### config.mk
export PLATFORM = sky130hd
export DESIGN_NAME = store_buffer_fwd
export DESIGN_NICKNAME = d
export VERILOG_FILES = /design/src/rtl/store_buffer_fwd.sv
export SDC_FILE = /design/constraint.sdc
export NUM_CORES = 1
export LEC_CHECK = 0
export BUFFER_PORTS_ARGS = -buffer_cell sky130_fd_sc_hd__buf_2
export CORE_ASPECT_RATIO = 2
export CORE_MARGIN = 10
export CORE_UTILIZATION = 65
export CTS_BUF_LIST = sky130_fd_sc_hd__clkbuf_16
export DETAILED_ROUTE_END_ITERATION = 8
export PLACE_DENSITY = 0.85
export REMOVE_ABC_BUFFERS = 1
export SETUP_SLACK_MARGIN = 0.02
export SYNTH_ARGS = -nofsm -noshare
export SYNTH_HDL_FRONTEND = slang
export SYNTH_SLANG_ARGS = --single-unit
### constraint.sdc
create_clock -name clk -period 17.1 [get_ports clk]
set_input_delay 3.42 -clock clk [delete_from_list [all_inputs] [get_ports clk]]
set_output_delay 3.42 -clock clk [all_outputs]
set_load 0.02 [all_outputs]
### src/rtl/store_buffer_fwd.sv
// Store buffer between the cache stage and the data cache: holds speculative stores until the
// ROB commits them, drains committed stores in order and forwards store data to younger loads.
module store_buffer_fwd #(
    parameter int unsigned WORD_SIZE       = 32,
    parameter int unsigned SB_ENTRIES      = 4,
    parameter int unsigned ROB_ENTRY_WIDTH = 3
) (
    input  logic                       clk,
    input  logic                       rst,
    input  logic                       alloc_valid,
    input  logic [WORD_SIZE-1:0]       alloc_addr,
    input  logic [WORD_SIZE-1:0]       alloc_data,
    input  logic [2:0]                 alloc_funct3,
    input  logic [ROB_ENTRY_WIDTH-1:0] alloc_rob_id,
    output logic                       full,
    output logic                       empty,
    input  logic                       rob_store_permission,
    input  logic [ROB_ENTRY_WIDTH-1:0] rob_sb_permission_rob_id,
    input  logic                       flush,
    output logic                       drain_valid,
    output logic [WORD_SIZE-1:0]       drain_addr,
    output logic [WORD_SIZE-1:0]       drain_data,
    output logic [WORD_SIZE/8-1:0]     drain_be,
    input  logic                       drain_ready,
    input  logic                       ld_valid,
    input  logic [WORD_SIZE-1:0]       ld_addr,
    input  logic [2:0]                 ld_funct3,
    output logic                       fwd_hit,
    output logic [WORD_SIZE-1:0]       fwd_data,
    output logic                       fwd_conflict
);
    localparam int unsigned NumLanes = WORD_SIZE / 8;
    localparam int unsigned OffW     = $clog2(NumLanes);
    localparam int unsigned PtrW     = $clog2(SB_ENTRIES);
    localparam int unsigned CntW     = PtrW + 1;

    localparam logic [2:0] F3Byte  = 3'b000;
    localparam logic [2:0] F3Half  = 3'b001;
    localparam logic [2:0] F3Word  = 3'b010;
    localparam logic [2:0] F3ByteU = 3'b100;
    localparam logic [2:0] F3HalfU = 3'b101;

    // Per-entry state
    logic [SB_ENTRIES-1:0]      valid_q, valid_d;
    logic [SB_ENTRIES-1:0]      committed_q, committed_d;
    logic [ROB_ENTRY_WIDTH-1:0] rob_id_q [SB_ENTRIES];
    logic [WORD_SIZE-1:0]       addr_q   [SB_ENTRIES];
    logic [WORD_SIZE-1:0]       data_q   [SB_ENTRIES];
    logic [NumLanes-1:0]        be_q     [SB_ENTRIES];

    logic [PtrW-1:0] head_q, head_d;
    logic [PtrW-1:0] tail_q, tail_d;
    logic [CntW-1:0] count_q, count_d;
    logic [CntW-1:0] n_committed;

    logic                 alloc_accept;
    logic                 pop;
    logic [OffW-1:0]      alloc_off;
    logic [WORD_SIZE-1:0] alloc_word_addr;
    logic [WORD_SIZE-1:0] alloc_lane_data;
    logic [NumLanes-1:0]  alloc_be;

    logic [OffW-1:0]      ld_off;
    logic [NumLanes-1:0]  ld_mask;
    logic [WORD_SIZE-1:0] ld_word_addr;
    logic [PtrW-1:0]      scan_idx;
    logic                 found;
    logic [WORD_SIZE-1:0] sel_data;
    logic [NumLanes-1:0]  sel_be;
    logic [WORD_SIZE-1:0] ld_shifted;

    // Occupancy flags come from registered count only, so alloc_valid never reaches full.
    assign full         = (count_q == CntW'(SB_ENTRIES));
    assign empty        = (count_q == '0);
    assign alloc_accept = alloc_valid & ~full & ~flush;
    assign pop          = drain_valid & drain_ready;

    // Store lane encoding: data moved into its byte lanes, address reduced to the word.
    always_comb begin
        alloc_off       = alloc_addr[OffW-1:0];
        alloc_word_addr = {alloc_addr[WORD_SIZE-1:OffW], {OffW{1'b0}}};
        case (alloc_funct3)
            F3Byte: begin
                alloc_be        = NumLanes'(1) << alloc_off;
                alloc_lane_data = WORD_SIZE'(alloc_data[7:0]) << {alloc_off, 3'b000};
            end
            F3Half: begin
                alloc_be        = NumLanes'(3) << alloc_off;
                alloc_lane_data = WORD_SIZE'(alloc_data[15:0]) << {alloc_off, 3'b000};
            end
            F3Word: begin
                alloc_be        = '1;
                alloc_lane_data = alloc_data;
            end
            default: begin
                alloc_be        = '1;
                alloc_lane_data = alloc_data;
            end
        endcase
    end

    // Pointer, count and flag next-state. Permission is applied before flush so a store
    // granted in the flush cycle survives.
    always_comb begin
        valid_d     = valid_q;
        committed_d = committed_q;
        head_d      = head_q;
        tail_d      = tail_q;
        count_d     = count_q;
        n_committed = '0;

        if (rob_store_permission) begin
            for (int i = 0; i < SB_ENTRIES; i++) begin
                if (valid_q[i] && !committed_q[i] &&
                    rob_id_q[i] == rob_sb_permission_rob_id) begin
                    committed_d[i] = 1'b1;
                end
            end
        end

        if (pop) begin
            valid_d[head_q]     = 1'b0;
            committed_d[head_q] = 1'b0;
            head_d              = head_q + PtrW'(1);
        end

        if (flush) begin
            // Committed entries form a contiguous prefix from head, so tail follows them.
            for (int i = 0; i < SB_ENTRIES; i++) begin
                valid_d[i]  = valid_d[i] & committed_d[i];
                n_committed = n_committed + CntW'(valid_d[i]);
            end
            tail_d  = head_d + n_committed[PtrW-1:0];
            count_d = n_committed;
        end else begin
            if (alloc_accept) begin
                valid_d[tail_q]     = 1'b1;
                committed_d[tail_q] = 1'b0;
                tail_d              = tail_q + PtrW'(1);
            end
            count_d = count_q + CntW'(alloc_accept) - CntW'(pop);
        end
    end

    always_ff @(posedge clk) begin
        if (rst) begin
            valid_q     <= '0;
            committed_q <= '0;
            head_q      <= '0;
            tail_q      <= '0;
            count_q     <= '0;
        end else begin
            valid_q     <= valid_d;
            committed_q <= committed_d;
            head_q      <= head_d;
            tail_q      <= tail_d;
            count_q     <= count_d;
        end
    end

    always_ff @(posedge clk) begin
        if (rst) begin
            for (int i = 0; i < SB_ENTRIES; i++) begin
                rob_id_q[i] <= '0;
                addr_q[i]   <= '0;
                data_q[i]   <= '0;
                be_q[i]     <= '0;
            end
        end else if (alloc_accept) begin
            rob_id_q[tail_q] <= alloc_rob_id;
            addr_q[tail_q]   <= alloc_word_addr;
            data_q[tail_q]   <= alloc_lane_data;
            be_q[tail_q]     <= alloc_be;
        end
    end

    always_comb begin
        drain_valid = valid_q[head_q] & committed_q[head_q];
        drain_addr  = '0;
        drain_data  = '0;
        drain_be    = '0;
        if (drain_valid) begin
            drain_addr = addr_q[head_q];
            drain_data = data_q[head_q];
            drain_be   = be_q[head_q];
        end
    end

    // Forwarding: youngest overlapping entry decides between hit and conflict.
    always_comb begin
        ld_off       = ld_addr[OffW-1:0];
        ld_word_addr = {ld_addr[WORD_SIZE-1:OffW], {OffW{1'b0}}};
        case (ld_funct3)
            F3Byte, F3ByteU: ld_mask = NumLanes'(1) << ld_off;
            F3Half, F3HalfU: ld_mask = NumLanes'(3) << ld_off;
            default:         ld_mask = '1;
        endcase

        scan_idx = '0;
        found    = 1'b0;
        sel_data = '0;
        sel_be   = '0;
        for (int k = 0; k < SB_ENTRIES; k++) begin
            scan_idx = tail_q - PtrW'(k) - PtrW'(1);
            if (!found && valid_q[scan_idx] && addr_q[scan_idx] == ld_word_addr &&
                |(be_q[scan_idx] & ld_mask)) begin
                found    = 1'b1;
                sel_data = data_q[scan_idx];
                sel_be   = be_q[scan_idx];
            end
        end

        ld_shifted   = sel_data >> {ld_off, 3'b000};
        fwd_hit      = 1'b0;
        fwd_conflict = 1'b0;
        fwd_data     = '0;
        if (ld_valid && found) begin
            if ((ld_mask & ~sel_be) == '0) begin
                fwd_hit = 1'b1;
                case (ld_funct3)
                    F3Byte:  fwd_data = {{(WORD_SIZE-8){ld_shifted[7]}}, ld_shifted[7:0]};
                    F3ByteU: fwd_data = WORD_SIZE'(ld_shifted[7:0]);
                    F3Half:  fwd_data = {{(WORD_SIZE-16){ld_shifted[15]}}, ld_shifted[15:0]};
                    F3HalfU: fwd_data = WORD_SIZE'(ld_shifted[15:0]);
                    default: fwd_data = ld_shifted;
                endcase
            end else begin
                fwd_conflict = 1'b1;
            end
        end
    end

endmodule

==> results.json, run 1 <==
{
  "max_freq_mhz": 80.1,
  "skew_ns": 0.0203,
  "synth-warning-count": 0,
  "postSynthCellCount": 2344,
  "finalMaxSlewViolations": 0,
  "num-fill-cells": 2660,
  "synth_area_um2": 25100,
  "r2r_start": "head_q[0]",
  "synthFlopType": "edfxtp_1",
  "ys_ff_latch": 291,
  "die_y_um": 298,
  "required_ns": 13.68,
  "timing.final.crit_share_pct": 73.0,
  "synth.avg_cell_area_um2": 10.7,
  "clk_pin_slew_worst_paths_ns": 0.07,
  "placementRows": 101,
  "cts_setup_buffers": 0,
  "yosysUniqueCellTypes": 98,
  "drt-initial-drc-count": 2421,
  "min_path_cells": 2,
  "ios": 220,
  "clk_path_buf_depth": 3,
  "tns_ns": 0,
  "die_w_um": 159,
  "antenna_found_initial": 9,
  "arrival_ns": 9.06,
  "slew_headroom_pct": 5.67,
  "core_um2": 38000,
  "synth_top_area_share_pct": 33.0,
  "power_per_cell_area_nw_per_um2": 71.0,
  "end_kind": "primary output",
  "max-cap-violations": 0,
  "total_power_w": 0.00192,
  "finalSetupViolCount": 0,
  "wire_per_inst_um": 32.8,
  "antenna_left": 0,
  "fin_nets": 2535,
  "fin_crit_ns": 12.48,
  "ys_top_cells_by_area": "edfxtp_1 33%, mux4_2 17%, mux2i_1 7.1%",
  "outcome": "finished clean",
  "via_per_inst": 7.34,
  "syn_to_final_growth_pct": 7.67,
  "grt_overflow": 0,
  "tightestPinTransition_ns": 1.40,
  "dr.pass1.iters": 9,
  "hold_class": "flip-flop to flip-flop",
  "startpoint_type": "primary input",
  "worstPathMaxFanout": 31,
  "synth.largest_area_cell": "edfxtp_1",
  "yosysMostFrequentCell": "edfxtp_1",
  "totalWireLength_um": 96700,
  "worst_slack_ns": 4.62,
  "initial_utilization_pct": 66.0,
  "critPathKind": "primary input to primary output",
  "rsz0062_at_grt": "false",
  "leakagePower_nw": 9.66,
  "postLayoutCoreUtil_pct": 71.1,
  "async_flop_share_pct": 0,
  "hold_start": "committed_q[3]",
  "reg2reg_to": "tail_q[1]",
  "hold_end": "committed_q[3]",
  "io_buffers": 217,
  "hold_viol_final": 0,
  "grt_pass1_wl_um": 142000,
  "remaining_drc_errors": 0,
  "cts.sinks": 291,
  "cts-hold-fix-buffers": 0,
  "grt_start_max_net_pins": 134,
  "synth_edf_count": 276,
  "grtUsageTotal_pct": 39.6,
  "die-area_um2": 47400,
  "cts_resized": 0,
  "htreeDepth": 1,
  "gp_congestion": 1.03,
  "ir_worst_vdd_mv": 0.0990,
  "drive_gt1_share_pct": 25.4,
  "cts_tree": "done",
  "cts_root_buffer": "clkbuf_16",
  "numCtsBuffers": 27,
  "rrSetupSlack_ns": 12.71,
  "clock_insertion_delay_worst_skew_ns": 0.58,
  "synthTopCellsByCount": "276 x edfxtp_1, 215 x nor2_1, 192 x mux4_2",
  "grt_pass1_vias": 21900,
  "dp_worst_setup_slack_ns": 4.78,
  "rr_worst_depth": 16,
  "ys_seq_area_share_pct": 34.2,
  "routed-via-count": 21600,
  "dp_hpwl_um": 68800
}
[placed cells by master, fill, tap and decap left out, types with 43 or more instances in the layout]
master | synthesis | layout
edfxtp_1 | 276 | 276
buf_2 | 51 | 217
nor2_1 | 215 | 212
mux4_2 | 192 | 192
mux2i_1 | 179 | 179
and2_1 | 118 | 118
nand2_1 | 115 | 114
a21oi_1 | 102 | 102
nor2b_1 | 90 | 90
xnor2_1 | 83 | 83
and3_1 | 63 | 63
o21ai_0 | 64 | 63
inv_1 | 61 | 62
mux2_2 | 50 | 50
xor2_1 | 46 | 46
nand3_1 | 44 | 43
[cell families after synthesis]
group                    count (synthesis)  share of synthesized area [%]
XOR/XNOR                               129                           4.50
AND/OR/NAND/NOR                        769                           15.8
adder cells (fa/ha/maj)                 15                          0.807
other                                    1                         0.0149
AO/OA/AOI/OAI                          433                           12.6
buffers and inverters                  284                           5.46
flip-flops                             291                           34.2
multiplexers                           422                           26.6
[power by group]
group	total [W]	internal, W	switching (W)
clock	0.000662	0.000369	0.000294
sequential	0.000853	0.000814	0.0000391
combinational	0.000404	0.000158	0.000246
total	0.00192	0.00134	0.000579
[sequential cells by signal, indices dropped and copies added, names as in the netlist]
register / count
data_q: 128
count_q: 3
head_q: 2
rob_id_q: 12
valid_q: 4
tail_q: 2
be_q: 16
committed_q: 4
addr_q: 120
[final cells by class]
class	count	area (um2)	share of cell area (%)
Multi-Input combinational cell	1770	15200	56.3
Sequential cell	291	8600	31.8
Timing Repair Buffer	253	1370	5.06
Clock buffer	27	676	2.50
Tap cell	515	644	2.38
Clock inverter	22	269	0.995
Inverter	62	233	0.861
Antenna cell	5	12.5	0.0463
[per-stage QoR]
step | hold slack (ns) | area, um2 | cells
2_1_floorplan | 0.518 | 24000 | 2123
4_1_cts | 0.616 | 27000 | 2940
5_1_grt | 0.658 | 27000 | 2945
3_3_place_gp | 0.574 | 26100 | 2891
6_report | 0.622 | 27000 | 2945
3_5_place_dp | 0.596 | 26100 | 2891
[worst max-delay path, cell delays in order]
cell	delay (ns)
buf_2	0.51
nor2b_1	0.44
a211oi_1	0.16
buf_4	0.21
o2111ai_1	0.22
o21ai_0	0.16
nor4_2	0.99
a211o_1	1.03
o221ai_2	0.24
a221oi_1	0.41
a311oi_2	0.09
o21ai_2	0.70
a221oi_1	0.20
buf_2	0.21
[worst max-delay path by stage]
stage	from	to	slack, ns	cells after the start
4_1_cts	ld_addr[0]	fwd_data[23]	4.75	14
3_3_place_gp	ld_addr[0]	fwd_data[23]	5.00	14
6_report	ld_addr[0]	fwd_data[23]	4.62	14
3_5_place_dp	ld_addr[0]	fwd_data[23]	4.78	14
2_1_floorplan	tail_q[0]	fwd_data[16]	-11.10	13
5_1_grt	tail_q[1]	fwd_data[23]	4.31	15
[routing by layer]
layer  up-vias  global-route usage (%)  wire, um
met5         -                       0        65
met1     10500                    39.6     28500
met3       486                    7.75      9110
li1       9027                       -         -
met2      1588                    67.5     48000
met4         8                    37.1     11100
Note: power is estimated with default switching activity, not from simulation.
==> run 2: changes to the inputs <==
- CORE_UTILIZATION: 65 -> 62
- PLACE_DENSITY: 0.85 -> 0.81
- clock period: 17.1 -> 12.1 ns (I/O delays scaled with it)
==> run 2 against run 1 <==
Wire length up 1.7%. Largest cell class unchanged. Sequential cell count unchanged. Critical path depth up 1. Sequential power up 42%.
==> results.json, run 2 (synthesis results as in run 1) <==
{
  "required_ns": 9.68,
  "p_clk_share_pct": 33.6,
  "reg_top3": "data_q x128, addr_q x120, be_q x16",
  "initial_utilization_pct": 62.5,
  "wire_per_inst_um": 33.2,
  "hold_start": "committed_q[2]",
  "r2r_start": "head_q[0]",
  "end_kind": "primary output",
  "remaining_drc_errors": 0,
  "via_per_inst": 7.32,
  "cts_tree": "done",
  "arrival_ns": 8.52,
  "gp_congestion": 1.03,
  "finalSetupViolCount": 0,
  "critPathLaunch": "tail_q[0]",
  "crit_chain": "inv_2 > ha_4 > buf_12 > mux2i_1 > xnor2_1 > nor4_1 > o21ai_0 > or4_1 > a211o_1 > o221ai_2 > a21oi_1 > o41ai_4 > nand2_2 > a211oi_1 > buf_2",
  "cts_resized": 0,
  "rr_worst_depth": 15,
  "p_switching_w": 0.000820,
  "die-area_um2": 49400,
  "cts.sinks": 291,
  "dr.pass1.iters": 6,
  "fin_crit_ns": 10.94,
  "p_sw_share_pct": 30.6,
  "totalWireLength_um": 98400,
  "num-fill-cells": 2922,
  "worstPathBufferInverterCount": 3,
  "largest_reg_flops": 128,
  "combPwrFrac_pct": 21.3,
  "clk_path_buf_depth": 3,
  "clk_pin_slew_worst_paths_ns": 0.07,
  "whs_ns": 0.627,
  "ir_worst_vdd_mv": 0.130,
  "total_power_w": 0.00268,
  "grtUsageTotal_pct": 38.9,
  "io_buffers": 217,
  "grt_start_max_net_pins": 118,
  "slowest_delay_ns": 0.89,
  "rrSetupSlack_ns": 7.53,
  "outcome": "finished clean",
  "tightestPinTransition_ns": 1.18,
  "drt-initial-drc-count": 2851,
  "critPathKind": "flip-flop to primary output",
  "die_w_um": 162,
  "slew_headroom_pct": 20.8,
  "grt_pass1_vias": 21900,
  "most-common-layout-cells": "276 x edfxtp_1, 217 x buf_2, 212 x nor2_1, 192 x mux4_2, 179 x mux2i_1",
  "reg2reg_to": "tail_q[1]",
  "antenna_left": 0,
  "numCtsBuffers": 28,
  "placementRows": 104,
  "ios": 220,
  "routed-via-count": 21700,
  "leakagePower_nw": 9.67,
  "syn_to_final_growth_pct": 7.92,
  "hold_viol_final": 0,
  "drive_gt1_share_pct": 25.6,
  "hold_class": "flip-flop to flip-flop",
  "crit_slowest_cell": "dfxtp_4",
  "die_y_um": 305,
  "grt_pass1_wl_um": 144000,
  "cts-hold-fix-buffers": 0,
  "layout.cells.most_common": "edfxtp_1",
  "fin_nets": 2542,
  "hold_end": "committed_q[2]",
  "pwr-share-seq_pct": 45.0,
  "worstPathMaxFanout": 117,
  "power_per_cell_area_nw_per_um2": 98.9,
  "htreeDepth": 1,
  "dp_hpwl_um": 70800,
  "cts_root_buffer": "clkbuf_16",
  "startpoint_type": "flip-flop",
  "core_um2": 40200,
  "p_int_w": 0.00186,
  "timing.final.crit_share_pct": 90.4,
  "finalMaxSlewViolations": 0,
  "rsz0062_at_grt": "false",
  "cp_top_family": "compound AO/OA/AOI/OAI gates",
  "min_path_cells": 2,
  "antenna_found_initial": 5,
  "max_freq_mhz": 91.4,
  "cts_setup_buffers": 0,
  "regMostFlops": "data_q",
  "clock_insertion_delay_worst_skew_ns": 0.59,
  "max-cap-violations": 0,
  "grt_overflow": 0,
  "skew_ns": 0.0197
}
[run 2: cell types whose count changed in the layout (fill, tap and decap cells not counted), moves of 2 or more]
| cell | change |
|---|---|
| clkinvlp_4 | +3 |
| inv_8 | +2 |
| buf_4 | +3 |
| bufinv_16 | -3 |
| inv_6 | -2 |
| buf_12 | +2 |
| clkbuf_16 | +2 |
| clkinv_4 | -3 |
| clkinv_2 | +2 |
[run 2: final cells by class]
type	count	area (um2)	area share, %
multi-input combinational	1770	15200	56.2
sequential	291	8600	31.7
timing repair buffer	259	1440	5.32
clock buffer	29	726	2.68
tap	530	663	2.45
inverter	62	233	0.859
clock inverter	21	190	0.702
antenna	5	12.5	0.0462
[run 2: worst max path at each step]
stage	cells past startpoint	slack, ns	end
finish	15	1.16	fwd_data[21]
global route	16	0.87	fwd_data[23]
CTS	15	1.06	fwd_data[23]
detailed placement	14	1.32	fwd_data[23]
global placement	14	1.48	fwd_data[23]
floorplan	13	-15.10	fwd_data[16]
[run 2: power by group through the flow]
stage          sequential, W  combinational (W)  clock (W)
6_report             0.00121           0.000571   0.000901
5_1_grt              0.00121           0.000593   0.000941
3_3_place_gp         0.00122           0.000543          0
3_5_place_dp         0.00123           0.000552          0
4_1_cts              0.00120           0.000555   0.000895
2_1_floorplan        0.00122           0.000405          0
[run 2: layer usage]
metal / global-route usage, % / share of wire [%] / vias to the layer above
met5: 0 / 0 / -
met4: 32.9 / 11 / 0
met3: 7.29 / 9.5 / 515
met2: 67.1 / 51 / 1703
met1: 39.5 / 29 / 10500
li1: - / - / 9042
[run 2: tightest hold or removal path, delay by kind of cell (launching register included)]
family / cells / cell delay [ns]
flip-flops: 1 / 0.33
AND/OR/NAND/NOR: 1 / 0.12
AO/OA/AOI/OAI: 1 / 0.14
[run 2: through the flow]
stage | utilization [%] | TNS (ns) | setup slack, ns | area [um2] | instances
after floorplan | - | -832.56 | -15.10 | 24000 | 2123
after CTS | 67.4 | 0 | 1.06 | 27100 | 2961
after global placement | 65.1 | 0 | 1.48 | 26200 | 2910
after detailed placement | 65.1 | 0 | 1.32 | 26200 | 2911
after global routing | 67.4 | 0 | 0.866 | 27100 | 2965
final | 67.4 | 0 | 1.16 | 27100 | 2967
